### src/rtl/leak_gain_restore_q31.sv
// Q31 gain-restore divider: out = trunc(in_data * COEF_ONE / coef_in), undoing the leak multiply.
// Radix-2 restoring division, one quotient bit per clock, one sample in flight.
module leak_gain_restore_q31 #(
    parameter logic [31:0] COEF_ONE = 32'h7FFFFFFF,
    parameter int          ITER     = 64
) (
    input  logic               clk,
    input  logic               rst,
    input  logic               in_valid,
    output logic               in_ready,
    input  logic signed [31:0] in_data,
    input  logic signed [31:0] coef_in,
    output logic               out_valid,
    input  logic               out_ready,
    output logic signed [31:0] out_data,
    output logic               out_sat,
    output logic               out_err
);

    localparam int CNT_W = $clog2(ITER);

    typedef enum logic [1:0] {IDLE, DIV, FIX, HOLD} state_t;

    state_t             state, state_nxt;
    logic [CNT_W-1:0]   cnt;
    logic [63:0]        dividend;
    logic [30:0]        divisor;
    logic [63:0]        quot;
    logic [31:0]        rem;
    logic               neg, err;
    logic signed [31:0] res;
    logic               res_sat, res_err;

    logic [31:0]        in_mag;
    logic               coef_bad;
    logic [32:0]        div_rs;
    logic [32:0]        div_diff;
    logic               div_ge;
    logic [32:0]        fix_val;

    // Clamp a 64-bit quotient magnitude into signed Q31; bit 32 flags saturation.
    function automatic logic [32:0] sat_q31(input logic [63:0] mag, input logic is_neg);
        logic [31:0] r;
        if (!is_neg) begin
            if (mag > 64'h0000_0000_7FFF_FFFF) return {1'b1, 32'h7FFFFFFF};
            r = mag[31:0];
        end else begin
            if (mag > 64'h0000_0000_8000_0000) return {1'b1, 32'h80000000};
            r = ~mag[31:0] + 32'd1;
        end
        return {1'b0, r};
    endfunction

    assign in_mag   = in_data[31] ? (~$unsigned(in_data) + 32'd1) : $unsigned(in_data);
    assign coef_bad = (coef_in <= 32'sd0);
    assign div_rs   = {rem, dividend[63]};
    assign div_diff = div_rs - {2'b00, divisor};
    assign div_ge   = (div_rs >= {2'b00, divisor});
    assign fix_val  = err ? {1'b1, (neg ? 32'h80000000 : 32'h7FFFFFFF)} : sat_q31(quot, neg);
    assign in_ready = (state == IDLE);

    always_comb begin
        state_nxt = state;
        case (state)
            IDLE: if (in_valid) state_nxt = coef_bad ? FIX : DIV;
            DIV:  if (cnt == CNT_W'(ITER - 1)) state_nxt = FIX;
            FIX:  state_nxt = HOLD;
            HOLD: if (out_valid && out_ready) state_nxt = IDLE;
            default: state_nxt = IDLE;
        endcase
    end

    always_ff @(posedge clk or posedge rst) begin
        if (rst) state <= IDLE;
        else     state <= state_nxt;
    end

    always_ff @(posedge clk or posedge rst) begin
        if (rst) begin
            cnt       <= '0;
            dividend  <= '0;
            divisor   <= '0;
            quot      <= '0;
            rem       <= '0;
            neg       <= 1'b0;
            err       <= 1'b0;
            res       <= '0;
            res_sat   <= 1'b0;
            res_err   <= 1'b0;
            out_valid <= 1'b0;
            out_data  <= '0;
            out_sat   <= 1'b0;
            out_err   <= 1'b0;
        end else begin
            case (state)
                IDLE: if (in_valid) begin
                    dividend <= {32'd0, in_mag} * {32'd0, COEF_ONE};
                    divisor  <= coef_in[30:0];
                    neg      <= in_data[31];
                    err      <= coef_bad;
                    quot     <= '0;
                    rem      <= '0;
                    cnt      <= '0;
                end
                // One restoring step per clock: shift in a dividend bit, subtract when it fits.
                DIV: begin
                    dividend <= {dividend[62:0], 1'b0};
                    quot     <= {quot[62:0], div_ge};
                    rem      <= div_ge ? div_diff[31:0] : div_rs[31:0];
                    cnt      <= cnt + 1'b1;
                end
                FIX: begin
                    res     <= fix_val[31:0];
                    res_sat <= fix_val[32];
                    res_err <= err;
                end
                // Outputs load on the first HOLD cycle and stay put until taken.
                HOLD: begin
                    if (!out_valid) begin
                        out_valid <= 1'b1;
                        out_data  <= res;
                        out_sat   <= res_sat;
                        out_err   <= res_err;
                    end else if (out_ready) begin
                        out_valid <= 1'b0;
                    end
                end
                default: ;
            endcase
        end
    end

endmodule

### config.mk
export PLATFORM = sky130hd
export DESIGN_NAME = leak_gain_restore_q31
export DESIGN_NICKNAME = d
export VERILOG_FILES = /design/src/rtl/leak_gain_restore_q31.sv
export SDC_FILE = /design/constraint.sdc
export NUM_CORES = 2
export LEC_CHECK = 0
export BUFFER_PORTS_ARGS = -buffer_cell sky130_fd_sc_hd__clkbuf_2
export CAP_MARGIN = 10
export CORE_MARGIN = 2
export CORE_UTILIZATION = 50
export CTS_CLUSTER_SIZE = 30
export DETAILED_ROUTE_END_ITERATION = 8
export PLACE_DENSITY = 0.73
export SLEW_MARGIN = 30
export SYNTH_ARGS = -nofsm -noshare
export SYNTH_HDL_FRONTEND = slang
export SYNTH_SLANG_ARGS = --single-unit
### constraint.sdc
create_clock -name clk -period 9.9 [get_ports clk]
set_clock_uncertainty 0.05 [all_clocks]
set_input_delay 0.99 -clock clk [delete_from_list [all_inputs] [get_ports clk]]
set_output_delay 0.99 -clock clk [all_outputs]
set_load 0.02 [all_outputs]
After elaboration in Yosys (flattened, before gate mapping)
Cells that the tools add are included.
{"block": "totals", "register_bits": 270, "in_bits": 68, "out_inout_bits": 36, "wordCells": 74}
{"block": "op_classes", "n_reduce_logical": 7, "add_sub_neg": 4, "n_mul": 1, "mux": 33, "n_eq_ne": 7, "order_cmp": 4, "bitwise": 3}
{"op": "64-bit case mux with 2 select lines", "n": 2}
{"op": "32-bit two-way mux", "n": 7}
{"op": "33-bit two-way mux", "n": 5}
{"op": "64-bit two-way mux", "n": 2}
{"op": "32-bit by 1-bit adder with 32-bit output (second input constant)", "n": 2}
{"op": "64-bit by 31-bit greater-than comparator with 1-bit output (second input constant)", "n": 1}
{"op": "64-bit by 32-bit greater-than comparator with 1-bit output (second input constant)", "n": 1}
{"op": "32-bit inverter", "n": 2}
{"op": "32-bit case mux with 2 select lines", "n": 1}
{"op": "32-bit by 31-bit multiplier with 63-bit output (second input constant)", "n": 1}
{"op": "33-bit by 31-bit greater-or-equal comparator with 1-bit output", "n": 1}
{"op": "32-bit by 1-bit <= comparator with 1-bit output (second input constant)", "n": 1}
{"op": "32-bit by 31-bit subtractor with 32-bit output", "n": 1}
{"op": "6-bit case mux with 2 select lines", "n": 1}
{"op": "1-bit two-way mux", "n": 9}
{"op": "2-bit two-way mux", "n": 4}
{"op": "2-bit case mux with 4 select lines", "n": 1}
{"op": "6-bit by 1-bit adder with 6-bit output (second input constant)", "n": 1}
{"op": "6-bit == test (second input constant)", "n": 1}
{"op": "6-bit two-way mux", "n": 1}
{"op": "2-bit != test (second input constant)", "n": 3}
{"op": "2-bit AND reduction", "n": 3}
{"op": "2-bit == test (second input constant)", "n": 2}
{"op": "3-bit AND reduction", "n": 1}
{"op": "5 further kinds", "n": 5}

Depth between registers and ports, before layout
{"block": "logic_depth", "depth_word": 7, "depth_mapped": 38, "ltp_nobuf": 37}

Worst setup path after synthesis
OpenSTA, ideal clock, no wires.
{"block": "synth_timing", "path_type": "input to register", "from": "input port in_data[0]", "to": "register dividend[46]", "stages": 35, "n_path_buf": 0, "t_arrival_ns": 9.907, "setup_slack_ns": -0.183, "setup_time_ns": 0.126, "required_ns": 9.724, "cell_sequence": "inv_1 ha_1 nand2_1 nor3_1 nand2_1 or4_1 nand2b_4 or4_1 o41a_1 xor2_1 fa_1 inv_1 fa_1 xor2_1 ha_1 inv_1 fa_1 inv_1 fa_1 fa_1 fa_1 inv_1 fa_1 inv_1 ha_1 nand2_1 nor3_1 nand3_1 a311oi_1 nor2_1 o41ai_1 a31oi_1 nand2b_1 xor2_1 a221o_1"}
{"block": "synth_via", "elab_chain_cells": 6}
{"item": "start: declaration", "line_no": "11", "rtl": "input logic signed [31:0] in_data,"}
{"item": "32-bit inverter", "line_no": "54", "rtl": "assign in_mag = in_data[31] ? (~$unsigned(in_data) + 32'd1) : $unsigned(in_data);"}
{"item": "32-bit by 1-bit adder with 32-bit output", "line_no": "54"}
{"item": "32-bit two-way mux (*)", "line_no": "54"}
{"item": "32-bit by 31-bit multiplier with 63-bit output (*)", "line_no": "97", "rtl": "dividend <= {32'd0, in_mag} * {32'd0, COEF_ONE};"}
{"item": "64-bit two-way mux (*)", "line_no": "96", "rtl": "IDLE: if (in_valid) begin"}
{"item": "64-bit case mux with 2 select lines (*)", "line_no": "95", "rtl": "case (state)"}
{"item": "end signal: assignment", "line_no": "97"}
{"item": "end signal: assignment", "line_no": "107", "rtl": "dividend <= {dividend[62:0], 1'b0};"}
{"item": "end: declaration", "line_no": "26", "rtl": "logic [63:0] dividend;"}
Mark *: on every way between the ends. The rest lies on a longest branch, timed or not. The select of a mux whose other input is x is not followed.
A chain may end at the register's enable or synchronous reset.

Worst setup path after layout
Ends and elaborated chain as after synthesis.

==> flow_results.org <==
** Synthesis
- The share of the Yosys chip area taken by registers is 0.215.
- Cell count after synthesis :: 3239
- The synthesized design contains 270 register bits.
- Counting flops with an async set or reset pin after synthesis yields a share of 1.00.
- Synth top area cells :: sky130_fd_sc_hd__fa_1 27%, sky130_fd_sc_hd__dfrtp_1 21%, sky130_fd_sc_hd__ha_1 12%
- Total number of yosys warnings :: 0
- In this run the mean area of a mapped cell was 9.71 sq um.
- Post-synth top area share :: 0.270
- Cell type with the highest aggregate area in the netlist :: sky130_fd_sc_hd__fa_1
- In this run, synthesis inferred 0 flip-flops with an integrated enable.
- Post-Synthesis Cell Area :: 0.0314 sq mm
- Dominant synthesized flop cell :: sky130_fd_sc_hd__dfrtp_1
- Net count of the mapped netlist :: 4029
- Number of library cell types mapped by synthesis :: 75

** Timing
- Fin worst setup slack :: 232 ps
- Final period utilization :: 0.977
- Derived from the worst setup path, the maximum achievable clock frequency is 103 MHz.
- The smallest clock period supported by the final layout is computed as 9670 ps.
- Hold_ws :: 424 ps
- The number of max-slew violations in the final report came to 0.
- Worst Max-Slew Pin Slew :: 864 ps
- Max transition margin :: 0.424
- Setup total negative slack on the finished layout was measured at 0 ps.
- Setup violations remaining at the end of the flow were counted as 0.
- Number of failing hold endpoints at the final stage :: 0

** Critical path
- The worst register-to-register path begins at divisor[1].
- Tracing the worst setup path back leads to its startpoint at in_data[0].
- CP Launch Type :: input port
- Arrival @ worst endpoint :: 10040 ps
- In this design, the stage delay of the slowest critical-path cell is 580 ps.
- Maximum net fanout on the critical path :: 4
- Cell repeated most along the worst path :: sky130_fd_sc_hd__fa_1
- The worst setup path is of the input port to register kind.
- Critical Path End Type :: register
- Among all stages on the critical path, the largest delay is contributed by sky130_fd_sc_hd__fa_1.
- Worst endpoint required time :: 10280 ps

** Routing
- Uppermost layer routed :: met5
- DRC violations left :: 0
- Met3 WL post-DR :: 5070 um
- The final route contains 24.3k vias.
- Met1 wire length :: 34800 um
- Violation count after the first detailed-route iteration :: 1638
- Post-Route WL :: 80500 um
- Met2 WL :: 37800 um
- Detailed Routing Iterations Pass 1 :: 5
- Dividing the detail-routed wire length by the instance count gives 18.0 um.
- Per-cell via count in the routed design :: 5.41
- The count of nets left with antenna violations once routing finished came out at 0.

** Finish
- Fraction of final layout cells with drive strength greater than 1 :: 0.194
- Most frequent cells in the layout :: 617 x sky130_fd_sc_hd__inv_1, 414 x sky130_fd_sc_hd__fa_1, 356 x sky130_fd_sc_hd__buf_4
- Non-filler instance count after layout :: 4482
- Compared with the post-synthesis result, the final layout area differs by 17.4%.
- Leading cell type in the layout, fill and taps excluded :: sky130_fd_sc_hd__inv_1
- In the final design database the tool counted 4414 nets.

** Clocking
- The root buffer cell chosen for the clock tree is sky130_fd_sc_hd__clkbuf_16.
- Clock-pin slew was measured on the worst setup and hold paths at 60 ps.
- Later-pin clock latency in the skew report :: 560 ps
- After clock tree synthesis, the flow added hold-fix buffers numbering 0.
- Maximum buffer depth of the clock tree :: 3
- TritonCTS built the clock tree.
- The tree built by TritonCTS fans out to 270 sinks.
- The number of clock buffers added by TritonCTS is 26.
- Count of H-tree levels built during CTS :: 1

** Die
- The core region is 0.0619 sq mm.
- Pin placement for this block handled 104 I/O pins.
- In this run the vertical extent of the chip is 255 um.
- Count of standard-cell rows :: 91
- Die area :: 0.0649 sq mm
- Die X-Extent :: 255 um
- Starting Density :: 0.508

** Min path
- The worst hold path begins at res[29].
- The path class of the tightest hold or removal check is register to register.

** Global routing
- Across every metal layer, demand over resource in global routing totals 0.251.
- Global routing finished with a remaining overflow of 0.
- Wire length of the first global-routing pass :: 128000 um
- Via count of the first global-routing pass :: 24.2k
- Entering global routing, the biggest net connects 143 pins.
- Number of antenna violations at the first check in global routing :: 4

** Placement
- Once detailed placement completed, the half-perimeter wirelength came to 66800 um.
- Buffers placed on the I/O ports in this run total 103.
- Placed cell count :: 4423
- Post-Place Setup Slack :: -595 ps
- Routability-driven placement finished with a final weighted congestion of 0.968.

** Run status
- The run finished with clean final reports.

** Run
- Max-capacitance violation count :: 0
==> synthesized netlist by cell type, types with 9 or more instances <==
| library cell | instances |
|---|---|
| sky130_fd_sc_hd__a211o_1 | 26 |
| sky130_fd_sc_hd__ha_1 | 298 |
| sky130_fd_sc_hd__a31oi_1 | 16 |
| sky130_fd_sc_hd__fa_1 | 424 |
| sky130_fd_sc_hd__mux2i_1 | 22 |
| sky130_fd_sc_hd__nor3_1 | 27 |
| sky130_fd_sc_hd__o21ai_0 | 189 |
| sky130_fd_sc_hd__xnor2_1 | 108 |
| sky130_fd_sc_hd__or4_1 | 9 |
| sky130_fd_sc_hd__o21a_1 | 17 |
| sky130_fd_sc_hd__xor2_1 | 80 |
| sky130_fd_sc_hd__and3_1 | 20 |
| sky130_fd_sc_hd__nor4_1 | 22 |
| sky130_fd_sc_hd__mux2_2 | 68 |
| sky130_fd_sc_hd__nand4_1 | 24 |
| sky130_fd_sc_hd__nor2_1 | 149 |
| sky130_fd_sc_hd__nand2_1 | 154 |
| sky130_fd_sc_hd__nor2b_1 | 14 |
| sky130_fd_sc_hd__nand2b_1 | 16 |
| sky130_fd_sc_hd__o31ai_1 | 14 |
| sky130_fd_sc_hd__or3_1 | 23 |
| sky130_fd_sc_hd__a22o_1 | 72 |
| sky130_fd_sc_hd__clkbuf_1 | 96 |
| sky130_fd_sc_hd__a21o_1 | 50 |
| sky130_fd_sc_hd__a211oi_1 | 13 |
| sky130_fd_sc_hd__dfrtp_1 | 270 |
| sky130_fd_sc_hd__o21bai_1 | 11 |
| sky130_fd_sc_hd__inv_1 | 626 |
| sky130_fd_sc_hd__a21oi_1 | 226 |
| sky130_fd_sc_hd__nand3_1 | 31 |
==> repair_timing <==
action | in CTS | in global routing
setup buffers | 0 | 11
pin swaps | 0 | 78
gates resized for setup | 2 | 129
endpoints found under the setup margin | 3 | 27
==> stage by stage <==
stage / instance area, sq um / util
floorplan: 31500 / -
global placement: 35300 / 0.570
detailed placement: 35300 / 0.571
CTS: 36200 / 0.585
global route: 36900 / 0.596
finish: 36900 / 0.596
==> logic make-up (layout without fill, tap and decap cells) <==
logic type | count (synthesis) | after routing | share of synthesized area
flops | 270 | 270 | 0.215
buf+inv | 734 | 1139 | 0.0879
other cells | 0 | 1 | 0
mux | 90 | 90 | 0.0314
fa+ha+maj | 725 | 725 | 0.390
compound gates | 718 | 718 | 0.145
simple gates | 512 | 512 | 0.0779
xor+xnor | 190 | 190 | 0.0534
==> sequential cells by signal, summed over array words and instances, names as in the netlist <==
register / cells
dividend: 64
res_sat: 1
neg: 1
out_data: 32
res: 32
divisor: 31
state: 2
quot: 64
res_err: 1
rem: 32
out_err: 1
out_valid: 1
out_sat: 1
err: 1
cnt: 6
==> metal layers <==
layer  up-vias  GRT usage
met1     12041      0.349
met3       122     0.0504
li1      11486          -
met2       599      0.398
met5         -          0
met4         2     0.0792
==> layout make-up <==
type / instances / area, sq um
repair buffers: 463 / 3260
clock inverters: 15 / 170
multi-input cells: 2235 / 22600
flip-flops and latches: 270 / 6760
fillers: 5261 / 25000
clock buffers: 33 / 727
diodes: 1 / 2.50
inverters: 628 / 2370
well taps: 837 / 1050
==> worst max-delay path: cells and delay by family <==
family	cells	cell delay, ps
AO/OA/AOI/OAI	8	1700
XOR/XNOR	3	530
adder cells (fa/ha/maj)	10	4320
buffers and inverters	8	610
AND/OR/NAND/NOR	8	1870
==> worst paths after layout <==
path                                endpoint  slack [ps]  depth (start not counted)
max in group asynchronous       dividend[59]        8110                          3
worst max register to register       rem[29]        5960                         12
min in group asynchronous       out_data[15]         440                          2
worst max-delay path            dividend[46]         230                         37
worst min register to register       res[29]         420                          2
worst min-delay path                 res[29]         420                          2
Power is left out: the tool's default activity adds up to more than one toggle a clock period on the data nets, which glitch-free logic cannot reach.
